$ cat src/rtl/clock_pkg.sv
// Shared types and constants for the VGA clock timekeeping block.
// Provides the alarm state encoding, the register widths, the event indices
// used by the scheduler, and a wrapping-increment helper.
package clock_pkg;

  // Widths of the hour and minute/second registers
  localparam int unsigned HR_W = 4;
  localparam int unsigned MS_W = 6;

  // Event indices. A lower index has higher scheduling priority.
  localparam int unsigned EV_N    = 6;
  localparam int unsigned EV_TICK = 0;
  localparam int unsigned EV_SEC  = 1;
  localparam int unsigned EV_MIN  = 2;
  localparam int unsigned EV_HRS  = 3;
  localparam int unsigned EV_AL   = 4;
  localparam int unsigned EV_TOG  = 5;

  localparam logic [MS_W-1:0] SIXTY = MS_W'(60);

  typedef enum logic [1:0] {
    AL_DISARMED = 2'd0,
    AL_ARMED    = 2'd1,
    AL_RINGING  = 2'd2,
    AL_SILENCED = 2'd3
  } al_state_t;

  // v + 1 modulo 'modulus'; any value at or above modulus-1 wraps to 0
  function automatic logic [MS_W-1:0] inc_wrap(input logic [MS_W-1:0] v,
                                               input logic [MS_W-1:0] modulus);
    return (v >= modulus - MS_W'(1)) ? '0 : v + MS_W'(1);
  endfunction

endpackage

$ cat src/rtl/event_arbiter.sv
// Pending-flag latch and fixed-priority scheduler for the clock events.
// Ports:
//   clk, reset_n  - clock and asynchronous active-low reset
//   ev_in         - one-cycle event pulses, indexed by EV_*
//   grant_c       - one-hot grant of the highest-priority pending flag (combinational)
//   evt_overrun   - one-cycle pulse when an event arrives on a busy flag
module event_arbiter
  import clock_pkg::*;
(
  input  logic            clk,
  input  logic            reset_n,
  input  logic [EV_N-1:0] ev_in,
  output logic [EV_N-1:0] grant_c,
  output logic            evt_overrun
);

  logic [EV_N-1:0] pend;
  logic [EV_N-1:0] pend_nxt;
  logic            drop_c;

  // Lowest set bit wins; a re-arriving event on its granted flag keeps the flag set
  always_comb begin
    grant_c  = pend & (~pend + EV_N'(1));
    pend_nxt = ev_in | (pend & ~grant_c);
    drop_c   = |(ev_in & pend & ~grant_c);
  end

  always_ff @(posedge clk or negedge reset_n) begin
    if (!reset_n) begin
      pend        <= '0;
      evt_overrun <= 1'b0;
    end else begin
      pend        <= pend_nxt;
      evt_overrun <= drop_c;
    end
  end

endmodule

$ cat src/rtl/clock_time_ctrl.sv
// Timekeeping and alarm sequencer for the VGA clock.
// Owns the time and alarm registers, applies at most one scheduled update per
// cycle, and runs the alarm state machine that drives the bell and buzzer.
// Ports:
//   clk, reset_n                - 31.5 MHz clock, asynchronous active-low reset
//   tick_1hz                    - 1 Hz one-cycle tick
//   sec_adj/min_adj/hrs_adj     - debounced time adjust pulses
//   al_adj, al_toggle           - alarm +AL_STEP minutes, arm/disarm
//   hours/minutes/seconds       - current time
//   al_hours/al_minutes         - alarm time
//   al_on, buzzer_en            - bell icon enable, buzzer enable
//   evt_overrun                 - one-cycle pulse when an event was dropped
module clock_time_ctrl
  import clock_pkg::*;
#(
  parameter int unsigned HOURS_MOD    = 12,
  parameter int unsigned AL_STEP      = 10,
  parameter int unsigned RING_SECONDS = 60
) (
  input  logic            clk,
  input  logic            reset_n,
  input  logic            tick_1hz,
  input  logic            sec_adj,
  input  logic            min_adj,
  input  logic            hrs_adj,
  input  logic            al_adj,
  input  logic            al_toggle,
  output logic [HR_W-1:0] hours,
  output logic [MS_W-1:0] minutes,
  output logic [MS_W-1:0] seconds,
  output logic [HR_W-1:0] al_hours,
  output logic [MS_W-1:0] al_minutes,
  output logic            al_on,
  output logic            buzzer_en,
  output logic            evt_overrun
);

  localparam int unsigned RC_W = $clog2(RING_SECONDS + 1);
  localparam logic [MS_W:0] AL_STEP_W = (MS_W + 1)'(AL_STEP);
  localparam logic [MS_W:0] SIXTY_W   = {1'b0, SIXTY};

  logic [EV_N-1:0] ev_in;
  logic [EV_N-1:0] grant_c;

  logic [HR_W-1:0] hours_nxt;
  logic [MS_W-1:0] minutes_nxt;
  logic [MS_W-1:0] seconds_nxt;
  logic [HR_W-1:0] al_hours_nxt;
  logic [MS_W-1:0] al_minutes_nxt;
  logic [MS_W:0]   al_sum;

  al_state_t       state;
  al_state_t       state_nxt;
  logic [RC_W-1:0] ring_cnt;
  logic [RC_W-1:0] ring_cnt_nxt;
  logic            match_c;

  function automatic logic [HR_W-1:0] hr_inc(input logic [HR_W-1:0] h);
    return HR_W'(inc_wrap(MS_W'(h), MS_W'(HOURS_MOD)));
  endfunction

  assign ev_in = {al_toggle, al_adj, hrs_adj, min_adj, sec_adj, tick_1hz};

  event_arbiter u_arb (
    .clk         (clk),
    .reset_n     (reset_n),
    .ev_in       (ev_in),
    .grant_c     (grant_c),
    .evt_overrun (evt_overrun)
  );

  // Next time/alarm values from the single granted event
  always_comb begin
    hours_nxt      = hours;
    minutes_nxt    = minutes;
    seconds_nxt    = seconds;
    al_hours_nxt   = al_hours;
    al_minutes_nxt = al_minutes;
    al_sum         = {1'b0, al_minutes} + AL_STEP_W;

    if (grant_c[EV_TICK]) begin
      if (seconds >= SIXTY - MS_W'(1)) begin
        seconds_nxt = '0;
        if (minutes >= SIXTY - MS_W'(1)) begin
          minutes_nxt = '0;
          hours_nxt   = hr_inc(hours);
        end else begin
          minutes_nxt = minutes + MS_W'(1);
        end
      end else begin
        seconds_nxt = seconds + MS_W'(1);
      end
    end else if (grant_c[EV_SEC]) begin
      seconds_nxt = inc_wrap(seconds, SIXTY);
    end else if (grant_c[EV_MIN]) begin
      minutes_nxt = inc_wrap(minutes, SIXTY);
    end else if (grant_c[EV_HRS]) begin
      hours_nxt = hr_inc(hours);
    end else if (grant_c[EV_AL]) begin
      // Sum is one bit wider so 59 + step cannot overflow before the wrap
      if (al_sum >= SIXTY_W) begin
        al_minutes_nxt = MS_W'(al_sum - SIXTY_W);
        al_hours_nxt   = hr_inc(al_hours);
      end else begin
        al_minutes_nxt = MS_W'(al_sum);
      end
    end
  end

  assign match_c = (hours == al_hours) && (minutes == al_minutes);

  // Alarm state machine; a toggle always wins over match or ring timeout
  always_comb begin
    state_nxt    = state;
    ring_cnt_nxt = ring_cnt;
    case (state)
      AL_DISARMED: begin
        if (grant_c[EV_TOG]) state_nxt = AL_ARMED;
      end
      AL_ARMED: begin
        if (grant_c[EV_TOG]) begin
          state_nxt = AL_DISARMED;
        end else if (match_c) begin
          state_nxt    = AL_RINGING;
          ring_cnt_nxt = '0;
        end
      end
      AL_RINGING: begin
        if (grant_c[EV_TOG]) begin
          state_nxt = AL_DISARMED;
        end else if (ring_cnt >= RC_W'(RING_SECONDS)) begin
          state_nxt = AL_SILENCED;
        end else if (grant_c[EV_TICK]) begin
          ring_cnt_nxt = ring_cnt + RC_W'(1);
        end
      end
      AL_SILENCED: begin
        // Wait for the alarm minute to pass so the same minute cannot re-trigger
        if (grant_c[EV_TOG]) begin
          state_nxt = AL_DISARMED;
        end else if (!match_c) begin
          state_nxt = AL_ARMED;
        end
      end
      default: state_nxt = AL_DISARMED;
    endcase
  end

  always_ff @(posedge clk or negedge reset_n) begin
    if (!reset_n) begin
      hours      <= '0;
      minutes    <= '0;
      seconds    <= '0;
      al_hours   <= '0;
      al_minutes <= '0;
      state      <= AL_DISARMED;
      ring_cnt   <= '0;
      al_on      <= 1'b0;
      buzzer_en  <= 1'b0;
    end else begin
      hours      <= hours_nxt;
      minutes    <= minutes_nxt;
      seconds    <= seconds_nxt;
      al_hours   <= al_hours_nxt;
      al_minutes <= al_minutes_nxt;
      state      <= state_nxt;
      ring_cnt   <= ring_cnt_nxt;
      al_on      <= (state_nxt != AL_DISARMED);
      buzzer_en  <= (state_nxt == AL_RINGING);
    end
  end

endmodule

$ cat config.mk
export PLATFORM = sky130hd
export DESIGN_NAME = clock_time_ctrl
export DESIGN_NICKNAME = d
export VERILOG_FILES = /design/src/rtl/clock_pkg.sv /design/src/rtl/event_arbiter.sv /design/src/rtl/clock_time_ctrl.sv
export SDC_FILE = /design/constraint.sdc
export NUM_CORES = 1
export LEC_CHECK = 0
export BUFFER_PORTS_ARGS = -buffer_cell sky130_fd_sc_hd__buf_2
export CAP_MARGIN = 20
export CORE_ASPECT_RATIO = 0.8
export CORE_MARGIN = 8
export CORE_UTILIZATION = 55
export DETAILED_ROUTE_END_ITERATION = 6
export GPL_ROUTABILITY_DRIVEN = 0
export PLACE_DENSITY = 0.78
export SLEW_MARGIN = 15
export SYNTH_ARGS = -nofsm -noshare
export SYNTH_HDL_FRONTEND = slang
export SYNTH_SLANG_ARGS = --single-unit
$ cat constraint.sdc
create_clock -name clk -period 2.4 [get_ports clk]
set_input_delay 0.6 -clock clk [delete_from_list [all_inputs] [get_ports clk]]
set_output_delay 0.6 -clock clk [all_outputs]
set_load 0.03 [all_outputs]
==> results.md <==
- Status: finished clean
- Slew Limit Fails: 0
- Die Y-Extent: 74.5 um
- Clk slew on worst S/H paths: 0.08 ns
- Clock Skew: 0.00667 ns
- Pwr/cell area: 810 mW/mm2
- Register area: 0.00105 mm2
- Sequence of cells on the critical path: inv_1 -> ha_1 -> nand2b_1 -> a21oi_1 -> o22ai_1 -> nand2_1 -> o221a_2
- Share of cells above drive strength 1: 19.0%
- Sink Count: 42
- Setup total negative slack: 0 ns
- Slew HR: 64.5%
- CP required: 2.58 ns
- LEAKAGE: 1.22 nW
- Most numerous cell in the Yosys netlist: dfrtp_1
- Die footprint: 0.00664 mm2
- Async set-reset flop share out of synthesis: 100%
- Fin crit share: 84.5%
- Initial Utilization: 56.7%
- DPL Wire Length: 3710 um
- Number of global-route vias before repair: 1,898
- Largest area contributor in the netlist: dfrtp_1
- Largest net degree at the start of global routing: 43
- TritonRoute pass-1 iters: 4
- Clock latency at the later pin of the worst-skew pair: 0.29 ns
- CTS tree: yes
- First-pass GRT wire length: 8700 um
- Yosys cell types: 49
- Cts repair resizes: 0
- Synthesis-to-finish area growth: 14.8%
- Synth Flop Type: dfrtp_1
- Crit Path Class: reg -> reg
- Syn_area_per_cell: 9.30 um2
- Root buf cell: clkbuf_8
- Filler cells: 352
- Port bufs: 35
- Postcts setup bufs: 0
- Final #Nets: 309
- Congestion Overflow GR: 0
- Routed length per instance: 14.8 um
- Peak supply drop: 475 uV
- Antenna diodes: 0
- Post-CTS Hold Fix Bufs: 0
- Std-Cell Core Area: 0.00415 mm2
- Yosys warnings: 0
- DRT Wirelength: 5190 um
- RSZ-0062 raised after global routing: no
- Multi-input logic area: 0.00124 mm2
- Syn Std Cell Area: 0.00235 mm2
- Register area share after synthesis: 44.7%
- DRC viols: 0
- Via count: 2,028
- Final Hold Viols: 0
- H-tree level count: 2
- Worst Path Arrival: 2.20 ns
- Row cnt: 21
- Post-synth EDFFs: 0
- Worst Hold Class: in -> async
- Setup-failing EPs final: 0
- Top cells by area, synth: dfrtp_1 45%, o21ai_0 6.8%, nand2_1 5.4%
- Syn Inst Count: 253
- Clock Path Buffers: 2
- Crit path time final: 2.03 ns
- Iter 0 DRT Violations: 128
- #FFs+latches synth: 42
- DRT antenna net count: 0
- Max Clk Rate: 493 MHz
- # IOs: 37
- Yosys top cell area share: 44.7%
- Total Routing Usage GR: 16.6%
- Total Power: 2.19 mW
- Die X: 89.1 um
- Syn_nets: 269
- Setup crit end kind: register
- Max Cap Violations: 0
- Cell at the slowest stage of the critical path: dfrtp_1
- Worst Setup Start Kind: register
- Commonest cells post-synth: 42 x dfrtp_1, 34 x nand2_1, 32 x o21ai_0
- DR vias/cell: 5.78
- Slowest stage delay, CP: 0.47 ns
- Num CTS Buffers: 5
- Maximum fanout along the worst path: 7
- Initial antenna violation count: 0
- Worst-Margin Slew: 0.532 ns
-- critical path: cells and delay by family, from the launching register on --
| kind | cells | cell delay [ns] |
|---|---|---|
| buffers and inverters | 1 | 0.08 |
| AND/OR/NAND/NOR | 2 | 0.33 |
| AO/OA/AOI/OAI | 3 | 0.70 |
| flip-flops | 1 | 0.47 |
| adder cells (fa/ha/maj) | 1 | 0.33 |
-- area by class of cell --
type                            count  area share (%)
Multi-Input combinational cell    199            46.1
Sequential cell                    42            38.9
Timing Repair Buffer               39            7.60
Clock buffer                        7            2.83
Tap cell                           57            2.64
Clock inverter                      1            1.11
Inverter                            6           0.834
-- report_power, final --
group / leakage, nW / internal (mW) / total (mW) / switching (mW)
clock: 0.0524 / 0.311 / 0.547 / 0.236
sequential: 0.530 / 0.813 / 0.985 / 0.173
combinational: 0.633 / 0.232 / 0.654 / 0.423
total: 1.22 / 1.36 / 2.19 / 0.831
-- cells by family (layout without fill, tap and decap cells) --
family / count (synthesis) / count (layout) / synth area share, %
fa+ha+maj: 9 / 9 / 4.68
simple gates: 97 / 97 / 21.8
compound gates: 76 / 76 / 19.8
xor+xnor: 14 / 14 / 5.53
mux: 2 / 2 / 0.957
buf+inv: 12 / 53 / 2.39
flops: 42 / 42 / 44.7
other cells: 1 / 1 / 0.159
-- stage by stage --
step,util (%),hold slack [ns],area (um2),setup WS [ns],std cells
floorplan,-,0.304,2350,0.437,253
global placement,62.5,0.470,2590,0.397,343
detailed placement,62.5,0.489,2590,0.392,343
CTS,65.1,0.386,2700,0.377,351
global route,65.1,0.395,2700,0.226,351
finish,65.1,0.366,2700,0.373,351
-- layer usage --
metal	vias up	part of all wire, %	GRT usage, %
met3	9	6.0	4.19
met4	0	1.1	5.88
met1	962	50	22.5
met2	58	43	25.1
met5	-	0	0
li1	999	-	-
-- final timing paths --
check	start	end	slack, ns	cells after the start
setup reg to reg	al_minutes[2]	al_minutes[3]	0.37	7
min in group clk	tick_1hz	u_arb.pend[0]	0.41	1
max in group asynchronous	reset_n	al_minutes[2]	1.66	2
setup / recovery	al_minutes[2]	al_minutes[3]	0.37	7
hold / removal	reset_n	seconds[2]	0.37	2
hold reg to reg	ring_cnt[5]	ring_cnt[5]	0.51	2
-- cell usage in the layout, fill, tap and decap left out, types with 7 or more instances in the layout --
| cell | count |
|---|---|
| ha_1 | 8 |
| buf_2 | 35 |
| xnor2_1 | 11 |
| a21o_1 | 7 |
| dfrtp_1 | 42 |
| o21ai_0 | 32 |
| a21oi_1 | 11 |
| nor2_1 | 18 |
| nand2_1 | 34 |
| nand3_1 | 11 |
-- flip-flops by register name, summed over array words and instances, names as in the netlist --
register           flops
minutes                6
ring_cnt               6
seconds                6
u_arb.pend             6
al_minutes             5
al_hours               4
hours                  4
state                  2
al_on                  1
buzzer_en              1
u_arb.evt_overrun      1
No activity file was read; power rests on OpenSTA's default activity.
